`src/rtl/bsg_periodic_pkg.sv`:
```
// Shared constants and helpers for the periodic 1:N clock-crossing endpoints.
package bsg_periodic_pkg;

    localparam int unsigned stall_cnt_w_gp = 16;

    // Phase counter width: clog2(ratio), never narrower than one bit.
    function automatic int unsigned phase_w(input int unsigned ratio);
        return (ratio <= 2) ? 1 : $clog2(ratio);
    endfunction

endpackage

```
`src/rtl/bsg_periodic_phase_counter.sv`:
```
// Fast-clock phase counter; slot_o marks the last fast cycle of every slow period.
module bsg_periodic_phase_counter
    import bsg_periodic_pkg::*;
#(
    parameter int unsigned ratio_p = 4
) (
    input  logic clk_i,
    input  logic reset_n_i,
    output logic slot_o
);

    localparam int unsigned cnt_w = phase_w(ratio_p);
    localparam logic [cnt_w-1:0] last_lp = cnt_w'(ratio_p - 1);

    logic [cnt_w-1:0] cnt_r;

    always_ff @(posedge clk_i or negedge reset_n_i) begin
        if (!reset_n_i) begin
            cnt_r <= '0;
        end else if (cnt_r == last_lp) begin
            cnt_r <= '0;
        end else begin
            cnt_r <= cnt_r + cnt_w'(1);
        end
    end

    // Gated by reset so ratio_p==1 does not report a slot while held in reset.
    assign slot_o = reset_n_i & (cnt_r == last_lp);

endmodule

```
`src/rtl/bsg_periodic_slot_buffer.sv`:
```
// Fast-side endpoint of a periodic 1:N crossing: FIFO plus a stage reloaded once per slot.
// Optional stall counter output enabled by BSG_PERIODIC_SLOT_BUFFER_STALL_CNT_EN.
module bsg_periodic_slot_buffer
    import bsg_periodic_pkg::*;
#(
    parameter int unsigned width_p = 8,
    parameter int unsigned ratio_p = 4,
    parameter int unsigned els_p   = 2
) (
    input  logic               clk_i,
    input  logic               reset_n_i,
    input  logic               v_i,
    input  logic [width_p-1:0] data_i,
    output logic               ready_and_o,
    output logic               slot_o,
    output logic               v_o,
    output logic [width_p-1:0] data_o,
    input  logic               ready_and_i
`ifdef BSG_PERIODIC_SLOT_BUFFER_STALL_CNT_EN
    ,
    output logic [stall_cnt_w_gp-1:0] stall_cnt_o
`endif
);

    localparam int unsigned ptr_w = $clog2(els_p);

    logic [width_p-1:0] mem_r [els_p];
    logic [ptr_w:0]     wptr_r;
    logic [ptr_w:0]     rptr_r;
    logic               fifo_empty;
    logic               fifo_full;
    logic               enq;
    logic               load;
    logic               xfer;
    logic               stage_v_r;
    logic [width_p-1:0] stage_data_r;

    bsg_periodic_phase_counter #(
        .ratio_p (ratio_p)
    ) phase (
        .clk_i     (clk_i),
        .reset_n_i (reset_n_i),
        .slot_o    (slot_o)
    );

    // Extra wrap bit on the pointers distinguishes full from empty.
    assign fifo_empty = (wptr_r == rptr_r);
    assign fifo_full  = (wptr_r[ptr_w] != rptr_r[ptr_w])
                      && (wptr_r[ptr_w-1:0] == rptr_r[ptr_w-1:0]);

    assign ready_and_o = reset_n_i & ~fifo_full;
    assign enq         = v_i & ready_and_o;
    assign xfer        = slot_o & stage_v_r & ready_and_i;
    assign load        = slot_o & (~stage_v_r | xfer) & ~fifo_empty;

    always_ff @(posedge clk_i) begin
        if (enq) begin
            mem_r[wptr_r[ptr_w-1:0]] <= data_i;
        end
    end

    always_ff @(posedge clk_i or negedge reset_n_i) begin
        if (!reset_n_i) begin
            wptr_r <= '0;
            rptr_r <= '0;
        end else begin
            if (enq)  wptr_r <= wptr_r + (ptr_w+1)'(1);
            if (load) rptr_r <= rptr_r + (ptr_w+1)'(1);
        end
    end

    // Stage only changes at the edge closing a slot, so data_o holds a full period.
    always_ff @(posedge clk_i or negedge reset_n_i) begin
        if (!reset_n_i) begin
            stage_v_r    <= 1'b0;
            stage_data_r <= '0;
        end else if (load) begin
            stage_v_r    <= 1'b1;
            stage_data_r <= mem_r[rptr_r[ptr_w-1:0]];
        end else if (xfer) begin
            stage_v_r    <= 1'b0;
        end
    end

    assign v_o    = slot_o & stage_v_r;
    assign data_o = stage_data_r;

`ifdef BSG_PERIODIC_SLOT_BUFFER_STALL_CNT_EN
    logic [stall_cnt_w_gp-1:0] stall_cnt_r;

    // Saturating count of slots where the stage was offered but refused.
    always_ff @(posedge clk_i or negedge reset_n_i) begin
        if (!reset_n_i) begin
            stall_cnt_r <= '0;
        end else if (slot_o && stage_v_r && !ready_and_i && (stall_cnt_r != '1)) begin
            stall_cnt_r <= stall_cnt_r + stall_cnt_w_gp'(1);
        end
    end

    assign stall_cnt_o = stall_cnt_r;
`endif

endmodule

```
`config.mk`:
```
export PLATFORM = sky130hd
export DESIGN_NAME = bsg_periodic_slot_buffer
export DESIGN_NICKNAME = d
export VERILOG_FILES = /design/src/rtl/bsg_periodic_pkg.sv /design/src/rtl/bsg_periodic_phase_counter.sv /design/src/rtl/bsg_periodic_slot_buffer.sv
export SDC_FILE = /design/constraint.sdc
export NUM_CORES = 1
export LEC_CHECK = 0
export CORE_MARGIN = 5
export CORE_UTILIZATION = 45
export DETAILED_ROUTE_END_ITERATION = 8
export PLACE_DENSITY = 0.78
export SETUP_SLACK_MARGIN = 0.1
export SLEW_MARGIN = 0
export SYNTH_ARGS = -nofsm -noshare
export SYNTH_HDL_FRONTEND = slang
export SYNTH_HIERARCHICAL = 1
export SYNTH_SLANG_ARGS = --single-unit
```
`constraint.sdc`:
```
create_clock -name clk_i -period 1.6 [get_ports clk_i]
set_clock_uncertainty 0.2 [all_clocks]
set_input_delay 0.24 -clock clk_i [delete_from_list [all_inputs] [get_ports clk_i]]
set_output_delay 0.24 -clock clk_i [all_outputs]
set_load 0.03 [all_outputs]
```
# Word-level counts from Yosys, hierarchy flattened
# Memories as Yosys holds them, arrays and structs flattened. A register that Yosys moved wholly into a read port is not among the register bits.
# Index checks and enable logic that the tools add are counted.
# classes
add_sub_neg,3
n_eq_ne,4
n_mux,5
bitwise_logic,11
n_reduce_logical,3
# op_table
op,count
bitwise AND 1 bit,7
"adder 2 x 1 -> 2 bit, second input constant",3
two-way mux 1 bit,4
inverter 1 bit,3
== test 2 bit,1
"== test 2 bit, second input constant",1
two-way mux 2 bit,1
nonzero test 2 bit,1
== test 1 bit,1
logical AND 1 bit,1
logical NOT 1 bit,1
inequality test 1 bit,1
bitwise OR 1 bit,1
# totals
ff_bits,7
mem_bits_rw,16
output_inout_bits,11
wordCells,31
n_memories,1
# mem_list
memory,depth,width,read_ports,rd_ports_with_merged_regs,wr,line,rtl
mem_r,2,8,1,1,1,bsg_periodic_slot_buffer.sv:27,logic [width_p-1:0] mem_r [els_p];

# Logic depth before layout (Yosys ltp)
# depth
word_depth,8
ltp_mapped,5
depth_no_buf,5

# Hierarchy
# Netlist, hierarchy kept.
# modules_own_cells
mod,instances,cells_each,area_each_um2,seq_area_each_um2
bsg_periodic_slot_buffer,1,71,1171.1,805.8
bsg_periodic_phase_counter,1,5,72.6,50.0

# Worst setup path after synthesis
# Ideal clock, no wire load.
# synth_timing
path_kind,flip-flop to flip-flop
from,register phase.cnt_r[0]
to,"register stage_data_r[0], in the netlist data_o[0], read port of mem_r"
setup_ns,0.125
arrival_ns,1.727
required_time_ns,1.275
slack_ns,-0.452
stages_incl_launch_ff,6
path_buffers,0
synth_period_minus_slack_ns,2.052
cell_sequence,dfrtp_1 -> ha_1 -> and2_1 -> inv_1 -> a221oi_4 -> mux2_2
# synth_via
elab_chain_len,7
# synth_rtl
item,line,rtl
from (decl),bsg_periodic_phase_counter.sv:15,logic [cnt_w-1:0] cnt_r;
from (signal assigned),bsg_periodic_phase_counter.sv:23,cnt_r <= cnt_r + cnt_w'(1);
== test 2 bit (*),bsg_periodic_phase_counter.sv:28,assign slot_o = reset_n_i & (cnt_r == last_lp);
bitwise AND 1 bit (*),bsg_periodic_phase_counter.sv:28,
net slot_o,bsg_periodic_slot_buffer.sv:15,"output logic slot_o,"
bitwise AND 1 bit (2 in a row),bsg_periodic_slot_buffer.sv:53,assign xfer = slot_o & stage_v_r & ready_and_i;
bitwise OR 1 bit,bsg_periodic_slot_buffer.sv:54,assign load = slot_o & (~stage_v_r | xfer) & ~fifo_empty;
bitwise AND 1 bit (*) (2 in a row),bsg_periodic_slot_buffer.sv:54,
to (decl),bsg_periodic_slot_buffer.sv:36,logic [width_p-1:0] stage_data_r;
# Mark *: on every way through the listed nets, which the timed path passes. The rest lies on a longest branch.
# A chain may end at the register's enable or synchronous reset.

# Final worst setup path
# layout_timing
from,register phase.cnt_r[0]
to,output v_o
# layout_via
elab_chain_len,3
# layout_rtl
item,line,rtl
== test 2 bit,bsg_periodic_phase_counter.sv:28,
bitwise AND 1 bit,bsg_periodic_phase_counter.sv:28,
bitwise AND 1 bit,bsg_periodic_slot_buffer.sv:85,assign v_o = slot_o & stage_v_r;
to (decl),bsg_periodic_slot_buffer.sv:16,"output logic v_o,"
# Every way passes these cells.

==> results.ini <==
[global_routing]
grt_pass1_wl_mm=4.01
antenna_found_initial=0
grt_start_max_net_pins=12
grt_pass1_vias=841
grt_use_total_pct=13.8
grt_overflow_total=0

[yosys]
ys_warn_count=6
ys_types=19
seq_area_frac_synth_pct=68.8
synth_area_um2=1240
ys_ff_latch=31
yosys.area.top_type_share_pct=38.6
synth_nets=89
yosysTopAreaCell=edfxtp_1
synth.area.top_cells=edfxtp_1 (39%), dfrtp_1 (30%), mux2_2 (15%)
syn_avg_cell_area_um2=16.4
syn_inst=76

[final_layout]
layout_common_cells=edfxtp_1 (16), dfrtp_1 (15), buf_4 (15)
antennaDiodeCount=0
multi_input_area_um2=489
areaGrowthSynthToFinish_pct=50.7
n_fill_cell=196
layout-drive-gt1-share_pct=57.0
regArea_um2=856
finalNetCount=140
finalNonFillerCells=159
layout.cells.most_common=edfxtp_1

[detailed_routing]
avgRoutedWirePerCell_um=16.0
drt-total-wl_mm=2.55
drt_iter0_markers=11
vias_per_cell=4.92
drtPass1Iterations=4
via_count=783
drc=0
final_antenna_net_count=0

[sta]
fin_crit_sh_pct=119
rsz0062_at_grt=true
tns_ns=-4.37
setup_viol=27
worst_hold_slack_ns=0.0370
maxSlewHeadroom_pct=84.3
fmaxAchievable_mhz=527
hold_viol=0
slew_violations=0
tightest_slew_ns=0.234
layout_min_cycle_time_ns=1.90
timing.final.ws_setup_ns=-0.299

[die]
die_x_um=62.6
placementRows=19
core-area_um2=2710
io_pins=23
die_area_um2=3920
initial_core_util_pct=45.9
die_y_um=62.6

[clocking]
cts-root-buf=clkbuf_4
htreeDepth=2
path_clk_slew_ns=0.11
cts_buffers=5
cts_max_path_buffers=2
clk_latency_ns=0.34
cts_tree=done
cts_hold_buf=0
clock_sinks=31

[worst_setup_path]
path_max_fanout=3
slowest_stage=dfrtp_1
cp.arrival_ns=1.46
crit_chain=ha_2 > and2_4 > buf_6 > and2_4 > buf_6
cpLargestDelayFamily=flip-flops
crit_buf_inv=2
cp-start-kind=flip-flop
critPathKind=flip-flop to output pin
end_kind=output pin
crit_required_ns=1.16
cp_slowest_stage_delay_ns=0.40

[run_status]
outcome=finished with violations
violations=negative setup slack

[placement]
gp_congestion=0.749
port_buffers=22
preCtsSetupSlack_ns=-0.392
dpl.hpwl_mm=1.67
placed_cells=140

[power_and_ir_drop]
peakVddDrop_mv=1.70
finalPower_w=0.00340
p_leak_nw=0.774
cellPowerDensity_nw_per_um2=1820

[flow_run]
cap_violations=0

[min_path]
hp-class=input port to asynchronous set/reset pin

## worst reg2reg max path, delay by kind of cell, from the launching register on
| kind | cells | cell delay, ns |
|---|---|---|
| flops | 1 | 0.37 |
| simple gates | 1 | 0.15 |
| mux | 1 | 0.30 |
| fa+ha+maj | 1 | 0.20 |
| compound gates | 1 | 0.21 |
| buf+inv | 2 | 0.22 |
## Yosys cell counts
cell       count
nor2_1         1
o21ai_0        1
edfxtp_1      16
a21o_1         1
dfrtp_1       15
and2_1         4
nand3_1        1
ha_1           1
inv_1          3
a21oi_1        2
mux2_2        17
o2111ai_1      1
nand2b_1       1
xor2_1         2
nand2_1        3
xnor2_1        4
buf_1          1
a221oi_4       1
a21boi_0       1
## layout make-up
type / instances / area share [%]
multi-input cells: 41 / 26.1
clock inverters: 3 / 0.801
well taps: 31 / 2.07
inverters: 3 / 0.601
clock buffers: 5 / 2.00
flip-flops and latches: 31 / 45.7
repair buffers: 45 / 22.8
## worst paths after layout
check                      cells after the start  slack (ns)                     start                        to
min in group clk_i                             1        0.24  phase/cnt_r[0]$_DFF_PN0_  phase/cnt_r[0]$_DFF_PN0_
max reg2reg                                    6       -0.18  phase/cnt_r[0]$_DFF_PN0_     data_o[4]$_DFFE_PN0P_
max                                            5       -0.30  phase/cnt_r[0]$_DFF_PN0_                       v_o
min reg2reg                                    1        0.24  phase/cnt_r[0]$_DFF_PN0_  phase/cnt_r[0]$_DFF_PN0_
min                                            2        0.04                 reset_n_i     rptr_r[0]$_DFFE_PN0P_
max in group asynchronous                      3        0.81                 reset_n_i     data_o[4]$_DFFE_PN0P_
## registers in the layout, indices dropped and copies added (netlist names)
| register | cells |
|---|---|
| mem_r | 16 |
| data_o | 8 |
| phase/cnt_r | 2 |
| rptr_r | 2 |
| wptr_r | 2 |
| stage_v_r | 1 |
## what timing repair did
item | CTS | global route
buffers inserted | 10 | 4
gates resized for setup | 47 | 11
pin swaps | 7 | 7
setup endpoints to repair | 37 | 33
## metrics by stage
step           util, %  instance area [um2]
2_1_floorplan        -                 1270
3_3_place_gp      59.8                 1620
3_5_place_dp      59.8                 1620
4_1_cts           68.5                 1860
5_1_grt           69.2                 1870
6_report          69.2                 1870
## cells by family after synthesis
family / after synthesis / share of synthesized area (%)
xor gates and xnor gates: 6 / 4.23
buffers and inverters: 4 / 1.21
AOI/OAI and AO/OA: 7 / 5.23
adders and majority gates: 1 / 1.01
and+or+nand+nor: 10 / 4.12
DFF: 31 / 68.8
muxes: 17 / 15.4
## report_power, final
part | internal, W | switching, W | total [W]
Sequential | 0.00108 | 0.000135 | 0.00122
Combinational | 0.000928 | 0.000833 | 0.00176
Clock | 0.000163 | 0.000263 | 0.000426
Total | 0.00217 | 0.00123 | 0.00340
## routing by layer
| metal | GRT usage [%] | wire length (um) | share of wire [%] |
|---|---|---|---|
| met4 | 8.75 | 61 | 2.4 |
| met1 | 15.4 | 1040 | 41 |
| met2 | 22.5 | 1340 | 53 |
| met3 | 4.50 | 101 | 4.0 |
| met5 | 0 | 0 | 0 |
Power figures use the tool's default switching activity.
